==> config.mk <==
export PLATFORM = sky130hd
export DESIGN_NAME = tinymem_lsu_flat
export DESIGN_NICKNAME = d
export VERILOG_FILES = /design/src/rtl/tinymem_lsu_pkg.sv /design/src/rtl/tinymemif.sv /design/src/rtl/tinymem_lsu_load_extend.sv /design/src/rtl/tinymem_lsu.sv /design/src/flat_wrapper.sv
export SDC_FILE = /design/constraint.sdc
export NUM_CORES = 1
export LEC_CHECK = 0
export ABC_CLOCK_PERIOD_IN_PS = 8800
export CORE_MARGIN = 1
export CORE_UTILIZATION = 35
export CTS_CLUSTER_DIAMETER = 80
export CTS_CLUSTER_SIZE = 8
export DETAILED_ROUTE_END_ITERATION = 16
export PLACE_DENSITY = 0.68
export SKIP_CTS_REPAIR_TIMING = 1
export SYNTH_ARGS = -nofsm -noshare
export SYNTH_HDL_FRONTEND = slang
export SYNTH_SLANG_ARGS = --single-unit
==> constraint.sdc <==
create_clock -name clk_i -period 8.8 [get_ports clk_i]
set_clock_uncertainty 0.2 [all_clocks]
set_input_delay 1.32 -clock clk_i [delete_from_list [all_inputs] [get_ports clk_i]]
set_output_delay 1.32 -clock clk_i [all_outputs]
set_load 0.05 [all_outputs]
==> src/rtl/tinymem_lsu_pkg.sv <==
// Shared types for the tinymem load/store unit: access sizes, LSU states and
// the alignment helper used when TINYMEM_LSU_MISALIGN_CHECK_EN is defined.
package tinymem_lsu_pkg;

  typedef enum logic [1:0] {
    MEM_ACCESS_SIZE_BYTE = 2'd0,
    MEM_ACCESS_SIZE_HALF = 2'd1,
    MEM_ACCESS_SIZE_WORD = 2'd2
  } mem_access_size_t;

  typedef enum logic [1:0] {
    LSU_IDLE   = 2'd0,
    LSU_ACCESS = 2'd1,
    LSU_RESP   = 2'd2
  } lsu_state_t;

  function automatic logic is_misaligned(input mem_access_size_t size, input logic [1:0] addr_lo);
    logic mis;
    case (size)
      MEM_ACCESS_SIZE_HALF: mis = addr_lo[0];
      MEM_ACCESS_SIZE_WORD: mis = (addr_lo != 2'd0);
      default:              mis = 1'b0;
    endcase
    return mis;
  endfunction

endpackage

==> src/rtl/tinymemif.sv <==
// Single-port style memory bus between an initiator and a memory/cache slave.
interface tinymemif;
  import tinymem_lsu_pkg::*;

  logic [31:0]      rd_addr;
  mem_access_size_t rd_size;
  logic [31:0]      rd_data;
  logic [31:0]      wr_addr;
  mem_access_size_t wr_size;
  logic [31:0]      wr_data;
  logic             wr_enable;
  logic             busy;

  modport master (
    output rd_addr, rd_size, wr_addr, wr_size, wr_data, wr_enable,
    input  rd_data, busy
  );

  modport slave (
    input  rd_addr, rd_size, wr_addr, wr_size, wr_data, wr_enable,
    output rd_data, busy
  );

endinterface

==> src/rtl/tinymem_lsu_load_extend.sv <==
// Combinational load-data extraction: picks the low byte/half/word of the
// bus data and sign- or zero-extends it to 32 bits.
module lsu_load_extend
  import tinymem_lsu_pkg::*;
(
  input  logic [31:0] rd_data,
  input  logic [1:0]  size,
  input  logic        is_signed,
  output logic [31:0] result
);

  // Size-dependent extension; WORD passes through so the signed flag has no effect
  always_comb begin
    result = rd_data;
    case (mem_access_size_t'(size))
      MEM_ACCESS_SIZE_BYTE: result = {{24{is_signed & rd_data[7]}}, rd_data[7:0]};
      MEM_ACCESS_SIZE_HALF: result = {{16{is_signed & rd_data[15]}}, rd_data[15:0]};
      MEM_ACCESS_SIZE_WORD: result = rd_data;
      default:              result = rd_data;
    endcase
  end

endmodule

==> src/rtl/tinymem_lsu.sv <==
// Load/store initiator for tinymemif: one request at a time, busy-aware, with
// busy timeout. Define TINYMEM_LSU_MISALIGN_CHECK_EN to reject misaligned accesses.
module tinymem_lsu
  import tinymem_lsu_pkg::*;
#(
  parameter int unsigned TIMEOUT_CYCLES = 256
) (
  input  logic         clk_i,
  input  logic         reset_i,
  input  logic         req_valid_i,
  output logic         req_ready_o,
  input  logic         req_write_i,
  input  logic [31:0]  req_addr_i,
  input  logic [1:0]   req_size_i,
  input  logic         req_signed_i,
  input  logic [31:0]  req_wdata_i,
  output logic         resp_valid_o,
  input  logic         resp_ready_i,
  output logic [31:0]  resp_data_o,
  output logic         resp_error_o,
  tinymemif.master     memif
);

  localparam int unsigned CNT_W = (TIMEOUT_CYCLES > 32'd0) ? $clog2(TIMEOUT_CYCLES + 32'd1) : 1;
  localparam logic [CNT_W-1:0] TO_LAST = CNT_W'((TIMEOUT_CYCLES > 32'd0) ? (TIMEOUT_CYCLES - 32'd1) : 32'd0);

  lsu_state_t       state_r;
  logic             write_r;
  logic             signed_r;
  logic [CNT_W-1:0] busy_cnt_r;
  logic [31:0]      ext_s;
  logic             misalign_s;

`ifdef TINYMEM_LSU_MISALIGN_CHECK_EN
  assign misalign_s = is_misaligned(mem_access_size_t'(req_size_i), req_addr_i[1:0]);
`else
  assign misalign_s = 1'b0;
`endif

  assign req_ready_o = (state_r == LSU_IDLE);

  lsu_load_extend u_ext (
    .rd_data   (memif.rd_data),
    .size      (memif.rd_size),
    .is_signed (signed_r),
    .result    (ext_s)
  );

  // Request sequencing; the memif outputs double as the request address/size/data registers
  always_ff @(posedge clk_i or posedge reset_i) begin
    if (reset_i) begin
      state_r         <= LSU_IDLE;
      write_r         <= 1'b0;
      signed_r        <= 1'b0;
      busy_cnt_r      <= '0;
      resp_valid_o    <= 1'b0;
      resp_data_o     <= 32'd0;
      resp_error_o    <= 1'b0;
      memif.rd_addr   <= 32'd0;
      memif.rd_size   <= MEM_ACCESS_SIZE_BYTE;
      memif.wr_addr   <= 32'd0;
      memif.wr_size   <= MEM_ACCESS_SIZE_BYTE;
      memif.wr_data   <= 32'd0;
      memif.wr_enable <= 1'b0;
    end else begin
      case (state_r)
        LSU_IDLE: begin
          if (req_valid_i) begin
            write_r    <= req_write_i;
            signed_r   <= req_signed_i;
            busy_cnt_r <= '0;
            if (misalign_s) begin
              state_r      <= LSU_RESP;
              resp_valid_o <= 1'b1;
              resp_error_o <= 1'b1;
              resp_data_o  <= 32'd0;
            end else begin
              state_r <= LSU_ACCESS;
              if (req_write_i) begin
                memif.wr_addr   <= req_addr_i;
                memif.wr_size   <= mem_access_size_t'(req_size_i);
                memif.wr_data   <= req_wdata_i;
                memif.wr_enable <= 1'b1;
              end else begin
                memif.rd_addr <= req_addr_i;
                memif.rd_size <= mem_access_size_t'(req_size_i);
              end
            end
          end
        end
        LSU_ACCESS: begin
          if (!memif.busy) begin
            state_r         <= LSU_RESP;
            memif.wr_enable <= 1'b0;
            resp_valid_o    <= 1'b1;
            resp_error_o    <= 1'b0;
            resp_data_o     <= write_r ? 32'd0 : ext_s;
          end else if ((TIMEOUT_CYCLES != 32'd0) && (busy_cnt_r == TO_LAST)) begin
            state_r         <= LSU_RESP;
            busy_cnt_r      <= busy_cnt_r + CNT_W'(1);
            memif.wr_enable <= 1'b0;
            resp_valid_o    <= 1'b1;
            resp_error_o    <= 1'b1;
            resp_data_o     <= 32'd0;
          end else begin
            busy_cnt_r <= busy_cnt_r + CNT_W'(1);
          end
        end
        LSU_RESP: begin
          if (resp_ready_i) begin
            state_r      <= LSU_IDLE;
            resp_valid_o <= 1'b0;
          end
        end
        default: begin
          state_r         <= LSU_IDLE;
          memif.wr_enable <= 1'b0;
          resp_valid_o    <= 1'b0;
        end
      endcase
    end
  end

endmodule
==> src/flat_wrapper.sv <==
// flat-port wrapper written by rule: the top's interface ports become plain ports
module tinymem_lsu_flat import tinymem_lsu_pkg::*;
#(
  parameter int unsigned TIMEOUT_CYCLES = 256
)
  (clk_i, reset_i, req_valid_i, req_ready_o, req_write_i, req_addr_i, req_size_i, req_signed_i, req_wdata_i, resp_valid_o, resp_ready_i, resp_data_o, resp_error_o, memif_rd_addr, memif_rd_size, memif_wr_addr, memif_wr_size, memif_wr_data, memif_wr_enable, memif_rd_data, memif_busy);
  tinymemif memif_i ();
  input  logic clk_i;
  input  logic reset_i;
  input  logic req_valid_i;
  output logic req_ready_o;
  input  logic req_write_i;
  input  logic [31:0] req_addr_i;
  input  logic [1:0] req_size_i;
  input  logic req_signed_i;
  input  logic [31:0] req_wdata_i;
  output logic resp_valid_o;
  input  logic resp_ready_i;
  output logic [31:0] resp_data_o;
  output logic resp_error_o;
  output wire logic [$bits(memif_i.rd_addr)-1:0] memif_rd_addr;
  output wire logic [$bits(memif_i.rd_size)-1:0] memif_rd_size;
  output wire logic [$bits(memif_i.wr_addr)-1:0] memif_wr_addr;
  output wire logic [$bits(memif_i.wr_size)-1:0] memif_wr_size;
  output wire logic [$bits(memif_i.wr_data)-1:0] memif_wr_data;
  output wire logic [$bits(memif_i.wr_enable)-1:0] memif_wr_enable;
  input wire logic [$bits(memif_i.rd_data)-1:0] memif_rd_data;
  input wire logic [$bits(memif_i.busy)-1:0] memif_busy;
  assign memif_rd_addr = memif_i.rd_addr;
  assign memif_rd_size = memif_i.rd_size;
  assign memif_wr_addr = memif_i.wr_addr;
  assign memif_wr_size = memif_i.wr_size;
  assign memif_wr_data = memif_i.wr_data;
  assign memif_wr_enable = memif_i.wr_enable;
  assign memif_i.rd_data = memif_rd_data;
  assign memif_i.busy = memif_busy;
  tinymem_lsu #(.TIMEOUT_CYCLES(TIMEOUT_CYCLES)) u_core (.clk_i(clk_i), .reset_i(reset_i), .req_valid_i(req_valid_i), .req_ready_o(req_ready_o), .req_write_i(req_write_i), .req_addr_i(req_addr_i), .req_size_i(req_size_i), .req_signed_i(req_signed_i), .req_wdata_i(req_wdata_i), .resp_valid_o(resp_valid_o), .resp_ready_i(resp_ready_i), .resp_data_o(resp_data_o), .resp_error_o(resp_error_o), .memif(memif_i));
endmodule
==> out/summary.txt <==
status: finished clean
CTS tree: yes
Worst-path clk slew: 60 ps
Syn Inst Count: 409
Crit Path Category: register to primary output
CTS max path bufs: 2
Setup TNS: 0 ps
Tcrit/Tclk final: 42.81%
Min Clock Period, post-route: 3767 ps
Area Growth Syn to Fin: 50.94%
Final Hold Fails: 0
initial antenna violation count: 0
Hold Crit Class: register to register
Vias/cell: 4.873
fraction of layout instances using a drive strength above 1: 19.03%
fin nets: 751
chip height: 133.8 um
H-tree depth: 4
syn_area_per_cell: 14.87 um2
largest net degree at the start of global routing: 76
wire per inst: 17.24 um
CP Data Arrival Time: 2250 ps
register area share after synthesis: 60.89%
Final setup viols: 0
PwrDens: 469.8 nW/um2
Max Slew Vio Count: 0
routed vias: 4274
ANT nets after route: 0
DIE AREA: 17910 um2
syn nets: 516
# IOs: 241
RD Place Congestion: 0.7272
TritonCTS Buffers: 17
DR pass1 iterations: 4
worst-path cell chain: clkdlybuf4s50_1
Worst Path Required: 7280 ps
yosys warns: 0
DIE WIDTH: 133.8 um
count of cell types in the netlist: 40
Post-Syn Area: 6082 um2
Core Rows: 47
number of diodes: 0
port bufs: 240
vias in the first global route: 4626
post-DP HPWL: 10350 um
post-layout instance area: 9180 um2
fillers: 1388
global-route wire length before repair: 24110 um
CP endpoint kind: primary output
Core ar.: 16760 um2
Main synth FF type: dfrtp_1
maximum vdd drop: 0.2966 mV
Leakage: 3.854 nW
WP buf/inv: 1
DRC Markers: 0
unrepaired setup endpoints after global routing: no
Crit path max-delay family: buffers and inverters
Tightest Pin Transition: 1188 ps
FMAX: 265.4 MHz
DP Area: 8564 um2
Initial Util: 36.29%
Seq cells post-synth: 148
Max-Cap Viols: 0
Slowest-stage cell, CP: clkdlybuf4s50_1
Post-synth EDFFs: 0
CTS root buf: clkbuf_16
slowest stage delay, CP: 940 ps
grt ovf: 0
gr usage total: 17.49%
WL final: 15120 um
CTS Sinks: 148
Worst setup SP type: register
CP max FO: 28
final core utilization: 54.77%
asr flop ratio synth: 100.0%
worst relative slew slack: 20.55%
DRT iter0 DRCs: 178
Clk Latency, worst-skew pair: 420 ps
placed cells by master (no fill, tap or decap), types with 2 or more instances in the layout:
cell and instances:
clkbuf_16 17, a21o_1 2, o31ai_1 3, clkinv_2 2
nand2b_1 19, ha_1 2, nand2_1 18, or4_1 2
a22o_1 18, clkdlybuf4s50_1 240, dfrtp_1 148, nand3_1 4
clkinvlp_4 3, bufinv_16 4, clkbuf_1 3, or3_1 2
a32o_1 16, mux2_2 59, mux2_4 30, nor2_1 5
inv_6 2, a21oi_1 6, o22ai_1 2, mux2_1 12
o21ai_0 14, buf_4 2, inv_1 5, clkinv_4 2
cells by family after synthesis:
group,share of synthesized area (%)
flip-flops,60.89
multiplexers,20.72
AO/OA/AOI/OAI,7.941
AND/OR/NAND/NOR,5.863
buffers and inverters,4.032
adder cells (fa/ha/maj),0.4114
XOR/XNOR,0.1440
final cells by class:
cell class	count	area [um2]	area share [%]
well taps	220	275.3	2.999
flip-flops and latches	148	3704	40.34
repair buffers	242	2417	26.33
clock inverters	12	178.9	1.949
clock buffers	20	436.7	4.757
inverters	6	27.53	0.2999
multi-input cells	229	2141	23.32
through the flow:
stage          power [W]  hold WS, ps  std cells  setup WS (ps)
6_report        0.004313        285.0        877           5033
5_1_grt         0.004499        299.7        877           4935
4_1_cts         0.004359        291.3        877           5014
3_5_place_dp    0.003582        278.2        845           4861
3_3_place_gp    0.003546        270.3        845           4917
2_1_floorplan   0.002792        248.6        409           3300
sequential cells by signal (all words and copies together) (netlist names):
register and count:
u_core.state_r 2, u_core.memif.wr_enable 1, u_core.memif.wr_data 32, u_core.resp_data_o 32, u_core.memif.wr_size 2, u_core.resp_error_o 1, u_core.signed_r 1, u_core.memif.rd_size 2
u_core.busy_cnt_r 9, u_core.write_r 1, u_core.resp_valid_o 1, u_core.memif.wr_addr 32, u_core.memif.rd_addr 32
synth_stat cells, types with 3 or more instances:
| cell | instances | area (um2) |
|---|---|---|
| nand2b_1 | 19 | 118.9 |
| buf_6 | 3 | 33.78 |
| nor2_1 | 5 | 18.77 |
| nand2_1 | 18 | 67.56 |
| inv_1 | 6 | 22.52 |
| buf_8 | 3 | 45.04 |
| o31ai_1 | 3 | 22.52 |
| a32o_1 | 16 | 160.2 |
| a21oi_1 | 6 | 30.03 |
| a22o_1 | 18 | 157.7 |
| buf_4 | 4 | 30.03 |
| o21ai_0 | 14 | 70.07 |
| nand3_1 | 4 | 20.02 |
| buf_12 | 3 | 60.06 |
| mux2_2 | 59 | 664.4 |
| mux2_1 | 12 | 135.1 |
| dfrtp_1 | 148 | 3704 |
| mux2_4 | 30 | 450.4 |
| buf_2 | 4 | 20.02 |
| clkbuf_1 | 9 | 33.78 |
worst paths after layout:
check	startpoint	to	slack (ps)	cells past startpoint
worst max-delay path	u_core.memif.rd_size[1]	memif_rd_size[1]	5030	1
worst min-delay path	u_core.busy_cnt_r[7]	u_core.busy_cnt_r[7]	280	1
worst max register to register	u_core.busy_cnt_r[0]	u_core.resp_data_o[23]	5770	7
worst min register to register	u_core.busy_cnt_r[7]	u_core.busy_cnt_r[7]	280	1
max in group asynchronous	reset_i	u_core.memif.wr_data[22]	5800	3
min in group asynchronous	reset_i	u_core.memif.wr_data[11]	1160	2
where the power goes:
group,internal [W],leakage (nW),total (W),switching (W)
combinational,0.000875,1.75,0.00235,0.00147
sequential,0.000997,1.81,0.00121,0.000216
clock,0.000475,0.291,0.000753,0.000279
routing by layer:
layer / part of all wire, % / global-route usage [%] / vias up
li1: - / - / 1956
met2: 50 / 28.87 / 156
met5: 0 / 0 / -
met4: 1.8 / 8.018 / 0
met3: 7.8 / 6.425 / 20
met1: 40 / 20.21 / 2142
(Power assumes the default switching activity.)
